===== src/rtl/beat_gen_pkg.sv =====
`default_nettype none
// ============================================================================
// Module   : beat_pkg
// Purpose  : Shared constants and helpers for the beat generator slice.
//            DEFAULT_PERIOD_32 - reset beat period (clocks)
//            DEFAULT_BAR_LEN   - beats per bar
//            clamp_period()    - maps a requested period of 0 to 1
// Revision : 1.0 - initial release
// ============================================================================
package beat_pkg;

    localparam int DEFAULT_PERIOD_32 = 32;
    localparam int DEFAULT_BAR_LEN   = 4;

    // Wide enough for any practical counter width; callers cast in and out.
    localparam int CLAMP_W = 64;

    // A zero period would never wrap, so it is treated as "every cycle".
    function automatic logic [CLAMP_W-1:0] clamp_period(input logic [CLAMP_W-1:0] p);
        return (p == '0) ? CLAMP_W'(1) : p;
    endfunction

endpackage
`default_nettype wire


===== src/rtl/beat_gen_if.sv =====
`default_nettype none
// ============================================================================
// Module   : beat_gen_if
// Purpose  : Control/status bundle of the beat generator.
//            master : drives enable, period, period_load, restart
//                     and observes beat, bar, beat_idx, phase
//            slave  : the generator side (mirror directions)
// Revision : 1.0 - initial release
// ============================================================================
interface beat_gen_if
    import beat_pkg::*;
#(
    parameter int WIDTH   = 16,
    parameter int BAR_LEN = DEFAULT_BAR_LEN
);
    logic                       enable;
    logic [WIDTH-1:0]           period;
    logic                       period_load;
    logic                       restart;
    logic                       beat;
    logic                       bar;
    logic [$clog2(BAR_LEN)-1:0] beat_idx;
    logic [WIDTH-1:0]           phase;

    modport master (
        output enable, period, period_load, restart,
        input  beat, bar, beat_idx, phase
    );

    modport slave (
        input  enable, period, period_load, restart,
        output beat, bar, beat_idx, phase
    );
endinterface
`default_nettype wire


===== src/rtl/beat_gen_mod_counter.sv =====
`default_nettype none
// ============================================================================
// Module   : mod_counter
// Purpose  : Counter 0..last with enable, synchronous clear and runtime
//            terminal value. wrap is high in the enabled cycle whose edge
//            returns the count to 0.
//   clock  : rising-edge clock
//   reset  : synchronous, active-low
//   en     : advance one step
//   clr    : synchronous clear (wins over en)
//   last   : terminal count (modulus - 1)
//   count  : registered count
//   wrap   : combinational wrap indicator
// Revision : 1.0 - initial release
// ============================================================================
module mod_counter #(
    parameter int WIDTH = 16
) (
    input  wire logic             clock,
    input  wire logic             reset,
    input  wire logic             en,
    input  wire logic             clr,
    input  wire logic [WIDTH-1:0] last,
    output logic      [WIDTH-1:0] count,
    output logic                  wrap
);

    logic [WIDTH-1:0] count_q;
    logic [WIDTH-1:0] count_d;

    always_comb begin
        // >= rather than == keeps the counter bounded should last ever drop
        // below the current count.
        wrap    = en && (count_q >= last);
        count_d = count_q;
        if (clr) begin
            count_d = '0;
        end else if (wrap) begin
            count_d = '0;
        end else if (en) begin
            count_d = count_q + WIDTH'(1);
        end
    end

    always_ff @(posedge clock) begin
        if (!reset) begin
            count_q <= '0;
        end else begin
            count_q <= count_d;
        end
    end

    assign count = count_q;

endmodule
`default_nettype wire


===== src/rtl/beat_gen.sv =====
`default_nettype none
// ============================================================================
// Module   : beat_gen
// Purpose  : Tempo/beat generator. Emits a one-cycle beat every P enabled
//            clocks and a bar pulse on each downbeat of a BAR_LEN-beat bar.
//            P can be reprogrammed at run time; the change lands on the next
//            beat boundary so the beat in progress is never cut short.
//   clock  : rising-edge clock
//   reset  : synchronous, active-low
//   bus    : beat_gen_if slave (enable, period, period_load, restart in;
//            beat, bar, beat_idx, phase out - all outputs registered)
// Revision : 1.0 - initial release
// ============================================================================
module beat_gen
    import beat_pkg::*;
#(
    parameter int WIDTH          = 16,
    parameter int BAR_LEN        = DEFAULT_BAR_LEN,
    parameter int DEFAULT_PERIOD = DEFAULT_PERIOD_32
) (
    input  wire logic clock,
    input  wire logic reset,
    beat_gen_if.slave bus
);

    localparam int IDX_W = $clog2(BAR_LEN);

    logic [WIDTH-1:0] p_q,    p_d;      // active period
    logic [WIDTH-1:0] pn_q,   pn_d;     // pending period
    logic             pv_q,   pv_d;     // pending valid
    logic             beat_q, beat_d;
    logic             bar_q,  bar_d;

    logic [WIDTH-1:0] w_period_clamped;
    logic [WIDTH-1:0] w_phase_last;
    logic [WIDTH-1:0] w_phase;
    logic             w_phase_wrap;
    logic [IDX_W-1:0] w_idx;
    logic             w_idx_wrap;
    logic             w_wrap_ev;

    assign w_period_clamped = WIDTH'(clamp_period(CLAMP_W'(bus.period)));
    assign w_phase_last     = p_q - WIDTH'(1);

    // Restart overrides a coincident wrap: no pulse, no bar advance.
    assign w_wrap_ev = w_phase_wrap && !bus.restart;

    mod_counter #(
        .WIDTH (WIDTH)
    ) u_phase_ctr (
        .clock (clock),
        .reset (reset),
        .en    (bus.enable),
        .clr   (bus.restart),
        .last  (w_phase_last),
        .count (w_phase),
        .wrap  (w_phase_wrap)
    );

    mod_counter #(
        .WIDTH (IDX_W)
    ) u_idx_ctr (
        .clock (clock),
        .reset (reset),
        .en    (w_wrap_ev),
        .clr   (bus.restart),
        .last  (IDX_W'(BAR_LEN - 1)),
        .count (w_idx),
        .wrap  (w_idx_wrap)
    );

    always_comb begin
        p_d    = p_q;
        pn_d   = pn_q;
        pv_d   = pv_q;
        beat_d = 1'b0;
        bar_d  = 1'b0;
        if (bus.restart) begin
            // A load in the restart cycle is newer than any pending value.
            if (bus.period_load) begin
                p_d  = w_period_clamped;
                pn_d = w_period_clamped;
                pv_d = 1'b0;
            end else if (pv_q) begin
                p_d  = pn_q;
                pv_d = 1'b0;
            end
        end else begin
            if (w_wrap_ev) begin
                beat_d = 1'b1;
                bar_d  = w_idx_wrap;
                if (pv_q) begin
                    p_d  = pn_q;
                    pv_d = 1'b0;
                end
            end
            // Applied after the wrap so a coincident load stays pending
            // for the following beat.
            if (bus.period_load) begin
                pn_d = w_period_clamped;
                pv_d = 1'b1;
            end
        end
    end

    always_ff @(posedge clock) begin
        if (!reset) begin
            p_q    <= WIDTH'(DEFAULT_PERIOD);
            pn_q   <= WIDTH'(DEFAULT_PERIOD);
            pv_q   <= 1'b0;
            beat_q <= 1'b0;
            bar_q  <= 1'b0;
        end else begin
            p_q    <= p_d;
            pn_q   <= pn_d;
            pv_q   <= pv_d;
            beat_q <= beat_d;
            bar_q  <= bar_d;
        end
    end

    assign bus.beat     = beat_q;
    assign bus.bar      = bar_q;
    assign bus.beat_idx = w_idx;
    assign bus.phase    = w_phase;

endmodule
`default_nettype wire


===== src/flat_wrapper.sv =====
// flat-port wrapper written by rule: the top's interface ports become plain ports
module beat_gen_flat import beat_pkg::*;
#(
    parameter int WIDTH          = 16,
    parameter int BAR_LEN        = DEFAULT_BAR_LEN,
    parameter int DEFAULT_PERIOD = DEFAULT_PERIOD_32
)
  (clock, reset, bus_enable, bus_period, bus_period_load, bus_restart, bus_beat, bus_bar, bus_beat_idx, bus_phase);
  beat_gen_if #(.WIDTH(WIDTH), .BAR_LEN(BAR_LEN)) bus_i ();
  input  wire logic clock;
  input  wire logic reset;
  input wire logic [$bits(bus_i.enable)-1:0] bus_enable;
  input wire logic [$bits(bus_i.period)-1:0] bus_period;
  input wire logic [$bits(bus_i.period_load)-1:0] bus_period_load;
  input wire logic [$bits(bus_i.restart)-1:0] bus_restart;
  output wire logic [$bits(bus_i.beat)-1:0] bus_beat;
  output wire logic [$bits(bus_i.bar)-1:0] bus_bar;
  output wire logic [$bits(bus_i.beat_idx)-1:0] bus_beat_idx;
  output wire logic [$bits(bus_i.phase)-1:0] bus_phase;
  assign bus_i.enable = bus_enable;
  assign bus_i.period = bus_period;
  assign bus_i.period_load = bus_period_load;
  assign bus_i.restart = bus_restart;
  assign bus_beat = bus_i.beat;
  assign bus_bar = bus_i.bar;
  assign bus_beat_idx = bus_i.beat_idx;
  assign bus_phase = bus_i.phase;
  beat_gen #(.WIDTH(WIDTH), .BAR_LEN(BAR_LEN), .DEFAULT_PERIOD(DEFAULT_PERIOD)) u_core (.clock(clock), .reset(reset), .bus(bus_i));
endmodule

===== config.mk =====
export PLATFORM = sky130hd
export DESIGN_NAME = beat_gen_flat
export DESIGN_NICKNAME = d
export VERILOG_FILES = /design/src/rtl/beat_gen_pkg.sv /design/src/rtl/beat_gen_if.sv /design/src/rtl/beat_gen_mod_counter.sv /design/src/rtl/beat_gen.sv /design/src/flat_wrapper.sv
export SDC_FILE = /design/constraint.sdc
export NUM_CORES = 1
export LEC_CHECK = 0
export CAP_MARGIN = 20
export CORE_UTILIZATION = 47
export CTS_CLUSTER_DIAMETER = 60
export CTS_CLUSTER_SIZE = 24
export DETAILED_ROUTE_END_ITERATION = 10
export DONT_BUFFER_PORTS = 1
export PLACE_DENSITY = 0.62
export SLEW_MARGIN = 15
export SYNTH_ARGS = -nofsm -noshare
export SYNTH_HDL_FRONTEND = slang
export SYNTH_SLANG_ARGS = --single-unit

===== constraint.sdc =====
create_clock -name clock -period 4 [get_ports clock]
set_clock_uncertainty 0.15 [all_clocks]
set_input_delay 0.4 -clock clock [delete_from_list [all_inputs] [get_ports clock]]
set_output_delay 0.4 -clock clock [all_outputs]
set_load 0.05 [all_outputs]

==> results.tsv <==
stage	metric	value	unit
yosys	Post-Syn Area	3030	sq um
yosys	syn_nets	387	
yosys	top cells by area, synth	dfxtp_1 (35%), mux2i_1 (8.9%), ha_1 (7.9%)	
final_layout	diode count	0	
global_route	vias in the first global route	2100	
global_route	grt ovf	0	
worst_setup_path	critical path arrival	3620	ps
clocking	H-tree levels	2	
clocking	Root Buffer	clkbuf_8	
yosys	Compound-Gate Fraction of Synth Area	12.8	%
detailed_routing	vias	2307	
detailed_routing	Initial DRC Count	50	
place	buffers added on ports	0	
timing	final hold violations	0	
global_route	initial antenna violation count	0	
yosys	Yosys top cell by area	dfxtp_1	
yosys	post-synthesis register bit count	53	
yosys	Post-synth EDFFs	0	
power	Peak supply drop	0.000184	V
floorplan	Core Box Area	6060	sq um
timing	fin crit share	89.8	%
detailed_routing	Routed Antenna Nets	0	
yosys	Synth Area in Adders	7.86	%
clocking	CTS buffer count	5	
clocking	clk_lat worst skew	310	ps
global_route	M1 GR Usage	25.3	%
worst_setup_path	reg2reg start	u_core.p_q[6]	
floorplan	I/O pin count	41	
power	total power draw	1.01	mW
worst_setup_path	crit path from	u_core.p_q[6]	
detailed_routing	WL/cell	14.7	um
floorplan	num rows	28	
place	placed insts	407	
worst_setup_path	critical path required time	4030	ps
place	dpl hpwl	4420	um
clocking	Bufs on Longest Clock Path	2	
timing	Final Max Tran Viols	0	
clocking	Post-CTS Resized	0	
final_layout	design area	3160	sq um
clocking	CTS tree	yes	
global_route	first-pass GRT wire length	9800	um
yosys	main combinational cell family by area after synthesis	simple AND/OR/NAND/NOR gates	
detailed_routing	DR pass1 iterations	4	
floorplan	Die H	82.2	um
yosys	async set-reset flop share out of synthesis	0	%
yosys	YS warnings	0	
worst_hold_path	Worst Hold Class	in2reg	
worst_setup_path	WS Path Type	reg2reg	
global_route	largest net degree at the start of global routing	44	
timing	Fmax	0.278	GHz
final_layout	Post-Layout Cell Count	417	
global_route	met2 Track Usage GR	29.7	%
final_layout	Final nets	381	
timing	Slew @ Worst Pin	938	ps
final_layout	layout cells sized above 1	5.85	%
global_route	grt met3 use	5.27	%
floorplan	die width	82.2	um
yosys	Synth Area in Simple Gates	22.4	%
detailed_routing	routed vias/inst	5.53	
clocking	clk slew on worst S/H paths	100	ps
place	Placer Congestion	0.722	
yosys	Mapped Cells	347	
timing	minimum clock period after layout	3590	ps
timing	Slew headroom	37.4	%
worst_setup_path	setup slack on the worst flop-to-flop path	410	ps
yosys	post-synth top area share	35.1	%
place	placed cell area	3050	sq um
clocking	clock sinks	53	
yosys	prevailing post-synth register cell	dfxtp_1	
global_route	Total GRT Usage	18.9	%
detailed_routing	DRC Markers	0	
yosys	syn avg cell area	8.72	sq um
floorplan	Starting Density	49.9	%
timing	Final Setup Violations	0	
yosys	register area share after synthesis	35.1	%
yosys	Distinct cells, synth	44	
worst_setup_path	CP Launch Type	flop	
yosys	Synth Area in XOR/XNOR	7.82	%
power	Pwr per Cell Area	319	nW/um^2
timing	unrepaired setup endpoints after global routing	false	
flow_run	number of max-cap violations	0	
status	outcome	complete, no violations	
timing	setup total negative slack	0	ps
detailed_routing	WL final	6110	um
worst_hold_path	Worst Hold Launch	reset	
power	P_leak	1.26	nW
floorplan	DIE AREA	6760	sq um
global_route	layer with the highest usage	met2	
worst_setup_path	Worst setup EP type	flop	
final_layout	layout overhead on the synthesized area	4.38	%
yosys	post-synthesis mux area share	10.8	%
worst_setup_path	worst-path fanout max	13	
[placed cells by master, fill, tap and decap left out, types with 4 or more instances in the layout]
| cell type | Yosys | routed |
|---|---|---|
| a21oi_1 | 8 | 8 |
| a22oi_1 | 7 | 7 |
| and3_1 | 4 | 4 |
| clkbuf_8 | 0 | 5 |
| dfxtp_1 | 53 | 53 |
| ha_1 | 19 | 19 |
| inv_1 | 5 | 5 |
| mux2_2 | 5 | 5 |
| mux2i_1 | 27 | 27 |
| nand2_1 | 49 | 49 |
| nand3_1 | 6 | 6 |
| nand4_1 | 5 | 5 |
| nor2_1 | 35 | 35 |
| nor2b_1 | 17 | 17 |
| nor3_1 | 6 | 6 |
| nor4_1 | 6 | 6 |
| o2111ai_1 | 8 | 8 |
| o211a_1 | 7 | 7 |
| o21ai_0 | 5 | 5 |
| o21ai_1 | 11 | 11 |
| xnor2_1 | 15 | 15 |
| xor2_1 | 12 | 12 |
[per-stage QoR]
| stage | util, % | hold WS [ps] | setup slack, ps |
|---|---|---|---|
| floorplan | - | 291 | 843 |
| global placement | 50.3 | 310 | 503 |
| detailed placement | 50.3 | 316 | 414 |
| CTS | 51.9 | 2.94 | 389 |
| global route | 52.1 | 50.3 | 192 |
| finish | 52.1 | 68.7 | 408 |
[cell usage after synthesis, drive strengths merged, types with 8 or more instances]
library cell   n
o2111ai        8
clkbuf         8
nor2          35
nand2         49
nor2b         17
dfxtp         53
ha            19
o21ai         17
buf            8
a21oi          9
xnor2         15
xor2          12
mux2i         27
[power by group]
group          switching, mW  internal (mW)  total (mW)
clock network          0.178          0.124       0.302
registers             0.0279          0.548       0.576
logic                 0.0640         0.0655       0.129
total                  0.270          0.737        1.01
[registers in the layout, indices dropped and copies added (netlist names)]
signal	count
u_core.pn_q	16
u_core.u_idx_ctr.count	2
u_core.u_phase_ctr.count	16
u_core.pv_q	1
u_core.bus.beat	1
u_core.bus.bar	1
u_core.p_q	16
[routing by layer]
layer  part of all wire [%]  vias to the layer above
met2                     43                       42
li1                       -                     1205
met5                      0                        -
met3                    4.4                        2
met1                     52                     1058
met4                   0.54                        0
[repair_timing]
action,CTS,global route
hold buffers,1,1
setup endpoints to repair,0,0
hold endpoints to repair,1,1
setup buffers,0,0
[critical path, cell delays in order, from the launching register on]
cell and delay [ps]:
dfxtp_1 380, or4_4 560, nor3_1 360, nand2_1 120
xor2_1 150, ha_1 320, nand4_1 160, or3_1 420
o21ai_2 260, nand2b_1 460, nor2_1 100
[path summary, 6_finish.rpt]
| path | to | cells after the start |
|---|---|---|
| hold reg to reg | u_core.pn_q[5] | 2 |
| setup reg to reg | u_core.u_phase_ctr.count[14] | 10 |
| hold / removal | u_core.p_q[1] | 1 |
| setup / recovery | u_core.u_phase_ctr.count[14] | 10 |
[area by class of cell]
cell class | count | area, sq um
fill | 593 | 2900
multi-input combinational | 272 | 1870
sequential | 53 | 1060
tap | 75 | 93.8
clock buffer | 6 | 72.6
timing repair buffer | 3 | 27.5
inverter | 6 | 22.5
clock inverter | 2 | 15.0
[cells by family after synthesis]
group,after synthesis
AO/OA/AOI/OAI,55
XOR/XNOR,27
adder cells (fa/ha/maj),19
buffers and inverters,22
flip-flops,53
multiplexers,32
AND/OR/NAND/NOR,139
Note: power is estimated with default switching activity, not from simulation.
